==> config.mk <==
export PLATFORM = sky130hd
export DESIGN_NAME = cmd_uart_tx
export DESIGN_NICKNAME = d
export VERILOG_FILES = /design/src/rtl/cmd_uart_tx.sv
export SDC_FILE = /design/constraint.sdc
export NUM_CORES = 1
export LEC_CHECK = 0
export BUFFER_PORTS_ARGS = -buffer_cell sky130_fd_sc_hd__buf_2
export CAP_MARGIN = 30
export CORE_ASPECT_RATIO = 1.4
export CORE_MARGIN = 5
export CORE_UTILIZATION = 60
export CTS_BUF_LIST = sky130_fd_sc_hd__clkbuf_16
export CTS_CLUSTER_DIAMETER = 30
export DETAILED_ROUTE_END_ITERATION = 10
export PLACE_DENSITY = 0.81
export SYNTH_ARGS = -nofsm -noshare
export SYNTH_HDL_FRONTEND = slang
export SYNTH_SLANG_ARGS = --single-unit
==> constraint.sdc <==
create_clock -name clk -period 6.1 [get_ports clk]
set_clock_uncertainty 0.1 [all_clocks]
set_input_delay 0.305 -clock clk [delete_from_list [all_inputs] [get_ports clk]]
set_output_delay 0.305 -clock clk [all_outputs]
set_load 0.005 [all_outputs]
==> src/rtl/cmd_uart_tx.sv <==
// rtl/cmd_uart_tx.sv - 16-bit command serializer: two 8N1 UART frames, high byte first
//
// Ports:
//   clk      in   system clock, rising edge
//   rst      in   asynchronous active-high reset
//   cmd      in   [15:0] command word, captured when send_cmd is accepted
//   send_cmd in   one-cycle transmit request, honoured only when idle
//   TX       out  registered serial line, idle high
//   busy     out  command in flight
//   cmd_sent out  level, last command fully shifted out; cleared by next accept

module cmd_uart_tx #(
    parameter int BAUD_CYCLES = 2604
) (
    input  logic        clk,
    input  logic        rst,
    input  logic [15:0] cmd,
    input  logic        send_cmd,
    output logic        TX,
    output logic        busy,
    output logic        cmd_sent
);

    localparam int CW = (BAUD_CYCLES > 1) ? $clog2(BAUD_CYCLES) : 1;
    localparam logic [CW-1:0] BAUD_LAST = CW'(BAUD_CYCLES - 1);

    typedef enum logic [1:0] {
        IDLE  = 2'd0,
        START = 2'd1,
        DATA  = 2'd2,
        STOP  = 2'd3
    } state_t;

    state_t         state_q, state_d;
    logic [CW-1:0]  baud_q, baud_d;
    logic [2:0]     bit_q, bit_d;
    logic           byte_sel_q, byte_sel_d;   // 0: high byte, 1: low byte
    logic [7:0]     shift_q, shift_d;
    logic [15:0]    hold_q, hold_d;
    logic           tx_q, tx_d;
    logic           sent_q, sent_d;

    logic           bit_wrap;
    logic [7:0]     cur_byte;

    assign bit_wrap = (baud_q == BAUD_LAST);
    // Byte for the frame in progress; the shift register is refreshed from
    // the hold register as each data phase begins.
    assign cur_byte = byte_sel_q ? hold_q[7:0] : hold_q[15:8];

    always_ff @(posedge clk or posedge rst) begin
        if (rst) begin
            state_q    <= IDLE;
            baud_q     <= '0;
            bit_q      <= '0;
            byte_sel_q <= 1'b0;
            shift_q    <= '0;
            hold_q     <= '0;
            tx_q       <= 1'b1;
            sent_q     <= 1'b0;
        end else begin
            state_q    <= state_d;
            baud_q     <= baud_d;
            bit_q      <= bit_d;
            byte_sel_q <= byte_sel_d;
            shift_q    <= shift_d;
            hold_q     <= hold_d;
            tx_q       <= tx_d;
            sent_q     <= sent_d;
        end
    end

    always_comb begin
        state_d    = state_q;
        baud_d     = baud_q;
        bit_d      = bit_q;
        byte_sel_d = byte_sel_q;
        shift_d    = shift_q;
        hold_d     = hold_q;
        tx_d       = tx_q;
        sent_d     = sent_q;

        if (state_q != IDLE) begin
            baud_d = bit_wrap ? '0 : baud_q + 1'b1;
        end

        case (state_q)
            IDLE: begin
                baud_d = '0;
                tx_d   = 1'b1;
                if (send_cmd) begin
                    hold_d     = cmd;
                    shift_d    = cmd[15:8];
                    byte_sel_d = 1'b0;
                    bit_d      = '0;
                    sent_d     = 1'b0;
                    tx_d       = 1'b0;      // start bit appears the next cycle
                    state_d    = START;
                end
            end
            START: begin
                if (bit_wrap) begin
                    shift_d = cur_byte;
                    tx_d    = cur_byte[0];
                    bit_d   = '0;
                    state_d = DATA;
                end
            end
            DATA: begin
                if (bit_wrap) begin
                    if (bit_q == 3'd7) begin
                        tx_d    = 1'b1;
                        state_d = STOP;
                    end else begin
                        shift_d = {1'b0, shift_q[7:1]};
                        tx_d    = shift_q[1];
                        bit_d   = bit_q + 3'd1;
                    end
                end
            end
            STOP: begin
                if (bit_wrap) begin
                    if (!byte_sel_q) begin
                        // Low byte follows immediately, no idle gap.
                        shift_d    = hold_q[7:0];
                        byte_sel_d = 1'b1;
                        tx_d       = 1'b0;
                        state_d    = START;
                    end else begin
                        byte_sel_d = 1'b0;
                        sent_d     = 1'b1;
                        state_d    = IDLE;
                    end
                end
            end
            default: begin
                state_d = IDLE;
                tx_d    = 1'b1;
            end
        endcase
    end

    assign TX       = tx_q;
    assign busy     = (state_q != IDLE);
    assign cmd_sent = sent_q;

endmodule

After elaboration in Yosys (flattened, before gate mapping)

Cells that the tools add are included.

Register bits after elaboration: 44
Input port bits: 19
Logic and storage cells: 72

Add/subtract/negate cells: 2
Equality and inequality tests: 13
Multiplexer cells: 37
Reduce and logical (&&, ||, !) cells: 12

Operator list:

| cell                                           | count |
|---|---|
| 2-to-1 mux 8 bit                               | 7 |
| 2-to-1 mux 12 bit                              | 3 |
| case mux 8 bit (4 select lines)                | 1 |
| != test 2 bit (second input constant)          | 8 |
| adder 12 x 1 -> 12 bit (second input constant) | 1 |
| == test 12 bit (second input constant)         | 1 |
| 2-to-1 mux 1 bit                               | 12 |
| 2-to-1 mux 3 bit                               | 4 |
| 2-to-1 mux 2 bit                               | 5 |
| AND reduction 5 bit                            | 2 |
| case mux 3 bit (3 select lines)                | 1 |
| case mux 2 bit (4 select lines)                | 1 |
| AND reduction 4 bit                            | 2 |
| AND reduction 6 bit                            | 1 |
| nonzero test 2 bit                             | 3 |
| == test 2 bit (second input constant)          | 2 |
| case mux 1 bit (2 select lines)                | 2 |
| case mux 1 bit (4 select lines)                | 1 |
| adder 3 x 1 -> 3 bit (second input constant)   | 1 |
| == test 3 bit (second input constant)          | 1 |
| AND reduction 3 bit                            | 1 |
| nonzero test 3 bit                             | 1 |
| == test 2 x 1 -> 1 bit (second input constant) | 1 |
| logical NOT 2 bit                              | 1 |
| AND reduction 2 bit                            | 1 |

Depth between registers and ports, before layout

Gate-level depths: netlist of the first run.

Depth after elaboration: 4
Depth in mapped cells: 7

Worst setup path before layout of the first run

No wires, ideal clock.

Kind: register to register
Start: register baud_q[2]
End: register shift_q[1]
Library setup time: 0.125 ns
Arrival: 2.184 ns
Required time: 5.875 ns
Slack: 3.690 ns
Stages on the path, launching flop included: 6
Path buffers: 1
Period minus slack after synthesis: 2.410 ns
Path through: dfrtp_1 -> or4b_4 -> or3_4 -> a2111o_1 -> buf_6 -> mux2_4

Cells in the longest elaborated chain, start to end: 3

RTL lines:

| item                                   | RTL line | RTL |
|---|---|---|
| start, declared                        | 35       | `logic [CW-1:0] baud_q, baud_d;` |
| start signal, assigned                 | 63       | `baud_q <= baud_d;` |
| == test 12 bit *                       | 46       | `assign bit_wrap = (baud_q == BAUD_LAST);` |
| != test 2 bit (no source line)         | -        |  |
| AND reduction 6 bit (no source line) * | -        |  |
| end signal, assigned                   | 66       | `shift_q <= shift_d;` |
| end, declared                          | 38       | `logic [7:0] shift_q, shift_d;` |

Mark *: on every way between the ends. The rest lies on a longest branch, timed or not.
A chain may end at the register's enable or synchronous reset.

Worst setup path in the final report of the first run

Same ends and word-level chain as after synthesis.

==> impl_metrics.env, run 1 <==
export IMPL_outcome="completed"
export IMPL_finalCriticalPeriod_ns=2.60
export IMPL_cts_htree_levels=2
export IMPL_finalNonFillerCells=256
export IMPL_hold_viol_final=0
export IMPL_required_ns=6.16
export IMPL_final_period_utilization_pct=42.6
export IMPL_grt_pass1_wl_um=7620
export IMPL_synth_seq_cells=43
export IMPL_syn_nets=219
export IMPL_path_max_fanout=7
export IMPL_ys_types=42
export IMPL_max_slew_margin_pct=56.2
export IMPL_start_util_pct=61.3
export IMPL_dr_pass1_iters=4
export IMPL_worstSetupPathType="flop to flop"
export IMPL_cts_buffer_depth=2
export IMPL_grt_setup_unrepaired="false"
export IMPL_start_kind="flop"
export IMPL_cts_tree="yes"
export IMPL_ir_drop_mv=0.334
export IMPL_via_per_inst=6.12
export IMPL_setup_viol=0
export IMPL_gr_total_overflow=0
export IMPL_port_buffers=21
export IMPL_tightest_slew_ns=0.655
export IMPL_place_inst=248
export IMPL_setup_tns_ns=0
export IMPL_cts_made_buffers=5
export IMPL_place_gp_congestion=0.859
export IMPL_dieArea_um2=5020
export IMPL_die_w_um=61.3
export IMPL_routed_wl_um=4500
export IMPL_worst_ep_arrival_time_ns=2.66
export IMPL_root_buffer="clkbuf_16"
export IMPL_grt_pass1_vias=1712
export IMPL_synth_edf_count=0
export IMPL_yosys_area_top_type_share_pct=47.5
export IMPL_ctsResizeCount=0
export IMPL_clkTransAtPathRegs_ns=0.06
export IMPL_synth_flop_cell="dfrtp_1"
export IMPL_insertion_delay_ns=0.28
export IMPL_multi_input_area_um2=1070
export IMPL_io_pins=22
export IMPL_ys_seq_area_share_pct=48.7
export IMPL_antenna_left=0
export IMPL_dp_hpwl_um=3090
export IMPL_drt_iter0_drc=191
export IMPL_syn_avg_cell_area_um2=11.6
export IMPL_grt_use_total_pct=21.1
export IMPL_fp_coreArea_um2=3610
export IMPL_fp_dieH_um=81.8
export IMPL_areaGrowthSynthToFinish_pct=14.5
export IMPL_cts_sink_count=43
export IMPL_powerDensity_nw_per_um2=526
export IMPL_antenna_diode_count=0
export IMPL_final_fill_count=258
export IMPL_cp_slowest_cell="a2111o_1"
export IMPL_syn_cell_area_um2=2210
export IMPL_synthTopCellsByArea="dfrtp_1 (48%), mux2_2 (10%), ha_1 (5.1%), mux2_4 (4.8%), a222oi_1 (2.7%)"
export IMPL_cts_setup_buffers=0
export IMPL_drc_errors=0
export IMPL_seqCellArea_um2=1080
export IMPL_crit_chain="or4b_4 -> or3_4 -> a2111o_1 -> mux2_4"
export IMPL_hold_path_class="primary input to asynchronous set/reset pin"
export IMPL_rows=26
export IMPL_wl_per_cell_um=17.6
export IMPL_drive_gt1_share_pct=31.3
export IMPL_num_vias=1567
export IMPL_drv_slew=0
export IMPL_grt_max_degree=44
export IMPL_maxCapViolCount=0
export IMPL_yosysWarningCount=0
export IMPL_synth_top_area_cell="dfrtp_1"
export IMPL_synth_async_reset_ratio_pct=100
export IMPL_worstSetupEndpointType="flop"
export IMPL_synth_cells=191
export IMPL_p_leak_nw=1.18
export IMPL_antenna_found_initial=0
export IMPL_worst_path_largest_cell_delay_ns=0.60
export IMPL_worst_hold_slack_ns=0.0466
export IMPL_holdBufCountCts=0
export IMPL_fmax_mhz=385
export IMPL_fin_nets=241
-- flip-flops by register name (all words and copies together), names as in the netlist --
register and cells:
TX 1, baud_q 12, bit_q 3, byte_sel_q 1, cmd_sent 1, hold_q 16
shift_q 7, state_q 2
-- kinds of logic after synthesis --
group	after synthesis	share of synthesized area, %
compound gates	31	10.9
xor+xnor	10	3.96
fa+ha+maj	9	5.09
buf+inv	15	3.00
flops	43	48.7
mux	29	15.8
simple gates	54	12.6
-- metrics by stage --
| stage | setup WS (ns) | cell area, µm² | power [mW] | utilization [%] |
|---|---|---|---|---|
| global route | 3.42 | 2530 | 1.42 | 70.2 |
| CTS | 3.50 | 2530 | 1.34 | 70.2 |
| detailed placement | 3.51 | 2340 | 0.988 | 64.8 |
| floorplan | 3.69 | 2210 | 0.889 | - |
| finish | 3.50 | 2530 | 1.33 | 70.2 |
| global placement | 3.57 | 2340 | 0.957 | 64.8 |
-- layout make-up --
cell class,count,share of cell area [%]
Clock inverter,3,2.67
Timing Repair Buffer,22,4.44
Inverter,8,1.19
Multi-Input combinational cell,133,42.2
Sequential cell,43,42.5
Tap cell,42,2.07
Clock buffer,5,4.94
-- where the power goes --
part | total, mW | internal [mW] | switching, mW
Sequential | 0.473 | 0.394 | 0.0782
Clock | 0.339 | 0.234 | 0.105
Combinational | 0.520 | 0.276 | 0.244
Total | 1.33 | 0.904 | 0.427
-- layout by cell type (no fill, tap or decap), types with 7 or more instances in the layout --
master	instances
inv_1	8
buf_2	21
nor2_1	16
ha_1	9
dfrtp_1	42
mux2_2	20
o21ai_0	9
nand2_1	14
mux2_4	7
-- final timing paths --
path,start,end,slack [ns],cells after the start
max in group asynchronous,rst,TX,5.48,3
max reg2reg,baud_q[2],shift_q[1],3.50,4
max,baud_q[2],shift_q[1],3.50,4
min in group clk,cmd[0],hold_q[0],0.15,2
min,rst,baud_q[9],0.05,3
min reg2reg,hold_q[15],hold_q[15],0.41,1
-- Yosys cell counts, drive strengths merged (3+ instances only) --
cell type   n
a222oi      6
and3        3
buf         3
clkbuf      4
dfrtp      42
ha          9
inv         8
mux2       27
nand2      14
nand3       4
nand4       6
nor2       16
nor3        3
o21ai       9
xnor2       4
xor2        6
-- per-layer routing --
layer	track usage, %	vias to the layer above	wire length [µm]
met4	13.9	0	119
met2	36.9	44	2460
met5	0	-	0
li1	-	734	-
met3	5.19	14	187
met1	21.4	775	1740
-- critical path: cells and delay by family, from the launching register on --
kind	cells	cell delay [ns]
AOI/OAI and AO/OA	1	0.60
DFF	1	0.45
muxes	1	0.35
and+or+nand+nor	2	0.97
No activity file was read; power rests on OpenSTA's default activity.
==> run 2, diff against run 1 <==
--- a/config.mk
+++ b/config.mk
@@ -9,11 +9,11 @@
 export CAP_MARGIN = 30
 export CORE_ASPECT_RATIO = 1.4
 export CORE_MARGIN = 5
-export CORE_UTILIZATION = 60
+export CORE_UTILIZATION = 58
 export CTS_BUF_LIST = sky130_fd_sc_hd__clkbuf_16
 export CTS_CLUSTER_DIAMETER = 30
 export DETAILED_ROUTE_END_ITERATION = 10
-export PLACE_DENSITY = 0.81
+export PLACE_DENSITY = 0.78
 export SYNTH_ARGS = -nofsm -noshare
 export SYNTH_HDL_FRONTEND = slang
 export SYNTH_SLANG_ARGS = --single-unit
==> constraint.sdc (replaced) <==
create_clock -name clk -period 2.49 [get_ports clk]
set_clock_uncertainty 0.1 [all_clocks]
set_input_delay 0.1245 -clock clk [delete_from_list [all_inputs] [get_ports clk]]
set_output_delay 0.1245 -clock clk [all_outputs]
set_load 0.005 [all_outputs]
==> impl_metrics.env, run 2 (synthesis gave the netlist of run 1 again) <==
export IMPL_final_fill_count=240
export IMPL_grt_setup_unrepaired="false"
export IMPL_num_vias=1707
export IMPL_insertion_delay_ns=0.29
export IMPL_max_slew_margin_pct=51.4
export IMPL_areaGrowthSynthToFinish_pct=24.4
export IMPL_antenna_diode_count=0
export IMPL_drc_errors=0
export IMPL_layout_commonest_cell="dfrtp_1"
export IMPL_maxCapViolCount=0
export IMPL_via_per_inst=6.05
export IMPL_dp_slack_ns=-0.00233
export IMPL_powerDensity_nw_per_um2=1190
export IMPL_port_buffers=21
export IMPL_setup_ws_ns=0.0544
export IMPL_seqCellArea_um2=1080
export IMPL_required_ns=2.57
export IMPL_post_dp_cell_area_um2=2410
export IMPL_antenna_found_initial=0
export IMPL_drv_slew=0
export IMPL_setup_viol=0
export IMPL_dp_hpwl_um=3280
export IMPL_cts_buffer_depth=2
export IMPL_outcome="completed"
export IMPL_drive_gt1_share_pct=32.1
export IMPL_path_max_fanout=7
export IMPL_die_w_um=62.2
export IMPL_rows=26
export IMPL_wl_per_cell_um=17.2
export IMPL_dieArea_um2=5170
export IMPL_cts_tree="yes"
export IMPL_ir_drop_mv=0.887
export IMPL_start_kind="flop"
export IMPL_final_cell_mix="dfrtp_1 (42), buf_2 (21), mux2_2 (20)"
export IMPL_fmax_mhz=411
export IMPL_largest_reg_flops=16
export IMPL_fp_dieH_um=83.1
export IMPL_drt_iter0_drc=111
export IMPL_place_gp_congestion=0.831
export IMPL_cts_setup_buffers=0
export IMPL_worstSetupEndpointType="flop"
export IMPL_final_period_utilization_pct=97.8
export IMPL_max_flop_register="hold_q"
export IMPL_start_util_pct=60.2
export IMPL_multi_input_area_um2=1070
export IMPL_reg_top3="hold_q: 16 flops, baud_q: 12 flops, shift_q: 7 flops"
export IMPL_hold_path_class="primary input to flop"
export IMPL_hold_viol_final=0
export IMPL_tightest_slew_ns=0.727
export IMPL_cts_made_buffers=5
export IMPL_grt_max_degree=44
export IMPL_fin_nets=267
export IMPL_cts_htree_levels=2
export IMPL_worst_ep_arrival_time_ns=2.51
export IMPL_io_pins=22
export IMPL_finalNonFillerCells=282
export IMPL_total_power_mw=3.27
export IMPL_fp_coreArea_um2=3680
export IMPL_cts_sink_count=43
export IMPL_finalCriticalPeriod_ns=2.44
export IMPL_routed_wl_um=4840
export IMPL_antenna_left=0
export IMPL_worst_hold_slack_ns=0.191
export IMPL_place_inst=257
export IMPL_grt_use_total_pct=19.9
export IMPL_utilization_pct=74.8
export IMPL_setup_tns_ns=0
export IMPL_dr_pass1_iters=6
export IMPL_grt_pass1_vias=1812
export IMPL_grt_pass1_wl_um=8450
export IMPL_worstSetupPathType="flop to flop"
export IMPL_root_buffer="clkbuf_16"
export IMPL_design_area_um2=2750
export IMPL_gr_total_overflow=0
export IMPL_p_leak_nw=1.29
export IMPL_clkTransAtPathRegs_ns=0.07
run 2: critical path: stages (launching register included):
cell and delay [ns]:
dfrtp_1 0.38, or4b_4 0.55, or3_4 0.39, a2111o_2 0.56, mux2_4 0.34
run 2: final cells by class:
| class | instances | area share (%) |
|---|---|---|
| flip-flops and latches | 43 | 39.2 |
| multi-input cells | 133 | 38.9 |
| repair buffers | 48 | 12.7 |
| clock buffers | 5 | 4.55 |
| well taps | 42 | 1.91 |
| clock inverters | 3 | 1.68 |
| inverters | 8 | 1.09 |
run 2: report_power, final:
group,total [mW],internal [mW],leakage [nW],switching (mW)
sequential,1.14,0.965,0.543,0.170
combinational,1.38,0.733,0.668,0.649
clock,0.755,0.476,0.0804,0.279
run 2: repair_timing:
action                                  in CTS  in global routing
gates resized for setup                      1                  0
endpoints found under the setup margin       7                  7
hold buffers                                17                  0
pin swaps                                    0                  1
hold endpoints to repair                    58                  0
run 2: final timing paths:
| path | from | end | slack, ns | depth (start not counted) |
|---|---|---|---|---|
| max in group asynchronous | rst | TX | 1.51 | 4 |
| worst max-delay path | baud_q[4] | shift_q[3] | 0.05 | 4 |
| min in group asynchronous | rst | hold_q[0] | 0.39 | 4 |
| worst min register to register | hold_q[15] | hold_q[15] | 0.40 | 1 |
| worst min-delay path | send_cmd | TX | 0.19 | 3 |
| worst max register to register | baud_q[4] | shift_q[3] | 0.05 | 4 |
run 2: per-layer routing:
layer	GRT usage [%]	wire length [µm]	share of wire, %
met4	7.50	82	1.7
met2	36.2	2720	56
met1	22.1	1800	37
met3	4.32	234	4.8
met5	0	0	0
==> run 3, diff against run 2 <==
==> constraint.sdc (replaced) <==
create_clock -name clk -period 2.8 [get_ports clk]
set_clock_uncertainty 0.1 [all_clocks]
set_input_delay 0.14 -clock clk [delete_from_list [all_inputs] [get_ports clk]]
set_output_delay 0.14 -clock clk [all_outputs]
set_load 0.005 [all_outputs]
==> impl_metrics.env, run 3 (synthesis gave the netlist of run 1 again) <==
export IMPL_cts_sink_count=43
export IMPL_max_flop_register="hold_q"
export IMPL_grt_pass1_vias=1731
export IMPL_worst_path_largest_cell_delay_ns=0.61
export IMPL_power_frac_clock_pct=20.2
export IMPL_ctsResizeCount=0
export IMPL_max_slew_margin_pct=49.1
export IMPL_largest_reg_flops=16
export IMPL_cts_setup_buffers=0
export IMPL_drc_errors=0
export IMPL_final_cell_mix="dfrtp_1 (42), buf_2 (21), mux2_2 (20)"
export IMPL_seq_power_share_pct=37.1
export IMPL_gr_total_overflow=0
export IMPL_areaGrowthSynthToFinish_pct=16.1
export IMPL_fin_nets=250
export IMPL_dp_hpwl_um=3310
export IMPL_failed_checks="negative hold slack"
export IMPL_start_util_pct=60.2
export IMPL_io_pins=22
export IMPL_die_w_um=62.2
export IMPL_fp_dieH_um=83.1
export IMPL_wl_per_cell_um=17.5
export IMPL_tightest_slew_ns=0.763
export IMPL_p_sw_uw=940
export IMPL_grt_max_degree=25
export IMPL_cts_htree_levels=2
export IMPL_grt_use_total_pct=18.7
export IMPL_cts_tree="yes"
export IMPL_crit_chain="or4b_4 -> or3_4 -> a2111o_1 -> mux2_4"
export IMPL_drv_slew=0
export IMPL_p_int_mw=1.80
export IMPL_worst_hold_slack_ns=-0.00193
export IMPL_grt_setup_unrepaired="false"
export IMPL_combPwrFrac_pct=42.7
export IMPL_cp_slowest_cell="a2111o_1"
export IMPL_hold_viol_final=1
export IMPL_drt_iter0_drc=161
export IMPL_holdBufCountCts=8
export IMPL_total_power_mw=2.74
export IMPL_dr_pass1_iters=4
export IMPL_setup_tns_ns=0
export IMPL_final_period_utilization_pct=92.8
export IMPL_hold_path_class="primary input to flop"
export IMPL_dieArea_um2=5170
export IMPL_critPathBufInv=0
export IMPL_start_kind="flop"
export IMPL_fp_coreArea_um2=3680
export IMPL_switching_share_pct=34.3
export IMPL_worstSetupPathType="flop to flop"
export IMPL_worstSetupEndpointType="flop"
export IMPL_worst_ep_arrival_time_ns=2.66
export IMPL_setup_viol=0
export IMPL_reg_top3="hold_q: 16 flops, baud_q: 12 flops, shift_q: 7 flops"
export IMPL_layout_commonest_cell="dfrtp_1"
export IMPL_p_leak_nw=1.20
export IMPL_routed_wl_um=4610
export IMPL_path_max_fanout=7
export IMPL_root_buffer="clkbuf_16"
export IMPL_required_ns=2.87
export IMPL_finalCriticalPeriod_ns=2.60
export IMPL_clkTransAtPathRegs_ns=0.06
export IMPL_fmax_mhz=385
export IMPL_antenna_left=0
export IMPL_cts_buffer_depth=2
export IMPL_antenna_diode_count=0
export IMPL_insertion_delay_ns=0.28
export IMPL_rows=26
export IMPL_cts_made_buffers=5
export IMPL_port_buffers=21
export IMPL_powerDensity_nw_per_um2=1070
export IMPL_outcome="finished with violations"
export IMPL_grt_pass1_wl_um=7920
export IMPL_antenna_found_initial=0
export IMPL_num_vias=1625
export IMPL_ir_drop_mv=0.742
export IMPL_place_gp_congestion=0.856
export IMPL_via_per_inst=6.16
export IMPL_drive_gt1_share_pct=30.2
export IMPL_utilization_pct=69.8
export IMPL_path_delay_family="simple AND/OR/NAND/NOR gates"
export IMPL_maxCapViolCount=0
==> run 3: cell types whose count changed in the layout (fill, tap and decap cells not counted), sizes merged <==
cell,change
buf,-8
bufinv,-1
clkinv,+2
clkinvlp,-1
dlygate4sd3,-9
inv,-1
==> run 3: power groups by stage <==
stage	clock, mW	combinational, mW	sequential (mW)
3_3_place_gp	0	1.09	1.01
2_1_floorplan	0	0.960	0.976
4_1_cts	0.564	1.17	1.01
3_5_place_dp	0	1.15	1.02
6_report	0.553	1.17	1.02
5_1_grt	0.594	1.27	1.04
==> run 3: layout make-up <==
type                    count  area, µm²
clock buffers               5        125
clock inverters             2       13.8
fillers                   281       1110
inverters                   8       30.0
multi-input cells         133       1070
flip-flops and latches     43       1080
well taps                  42       52.6
repair buffers             31        200
==> run 3: worst paths after layout <==
| path | start | endpoint | slack [ns] | cells after the start |
|---|---|---|---|---|
| setup / recovery | baud_q[4] | shift_q[7] | 0.20 | 4 |
| min in group asynchronous | rst | baud_q[5] | 0.43 | 3 |
| max in group asynchronous | rst | TX | 1.32 | 4 |
| hold / removal | cmd[3] | hold_q[3] | -0.002 | 2 |
| hold reg to reg | hold_q[8] | hold_q[8] | 0.40 | 1 |
| setup reg to reg | baud_q[4] | shift_q[7] | 0.20 | 4 |
==> run 3: per-layer routing <==
| metal | vias up | routed length, µm | track usage (%) |
|---|---|---|---|
| met4 | 0 | 92 | 8.09 |
| met3 | 12 | 175 | 3.51 |
| met5 | - | 0 | 0 |
| met2 | 42 | 2460 | 33.2 |
| met1 | 810 | 1880 | 21.5 |
| li1 | 761 | - | - |
==> run 3: stage by stage <==
step,cells,setup WS (ns),area [µm²]
2_1_floorplan,191,0.390,2210
3_3_place_gp,249,0.268,2350
3_5_place_dp,249,0.224,2350
4_1_cts,264,0.201,2570
5_1_grt,264,0.117,2570
6_report,264,0.201,2570
==> run 3: worst reg2reg max path, delay by kind of cell, from the launching register on <==
kind | cells | cell delay [ns]
DFF | 1 | 0.43
AOI/OAI and AO/OA | 1 | 0.61
muxes | 1 | 0.37
and+or+nand+nor | 2 | 0.98
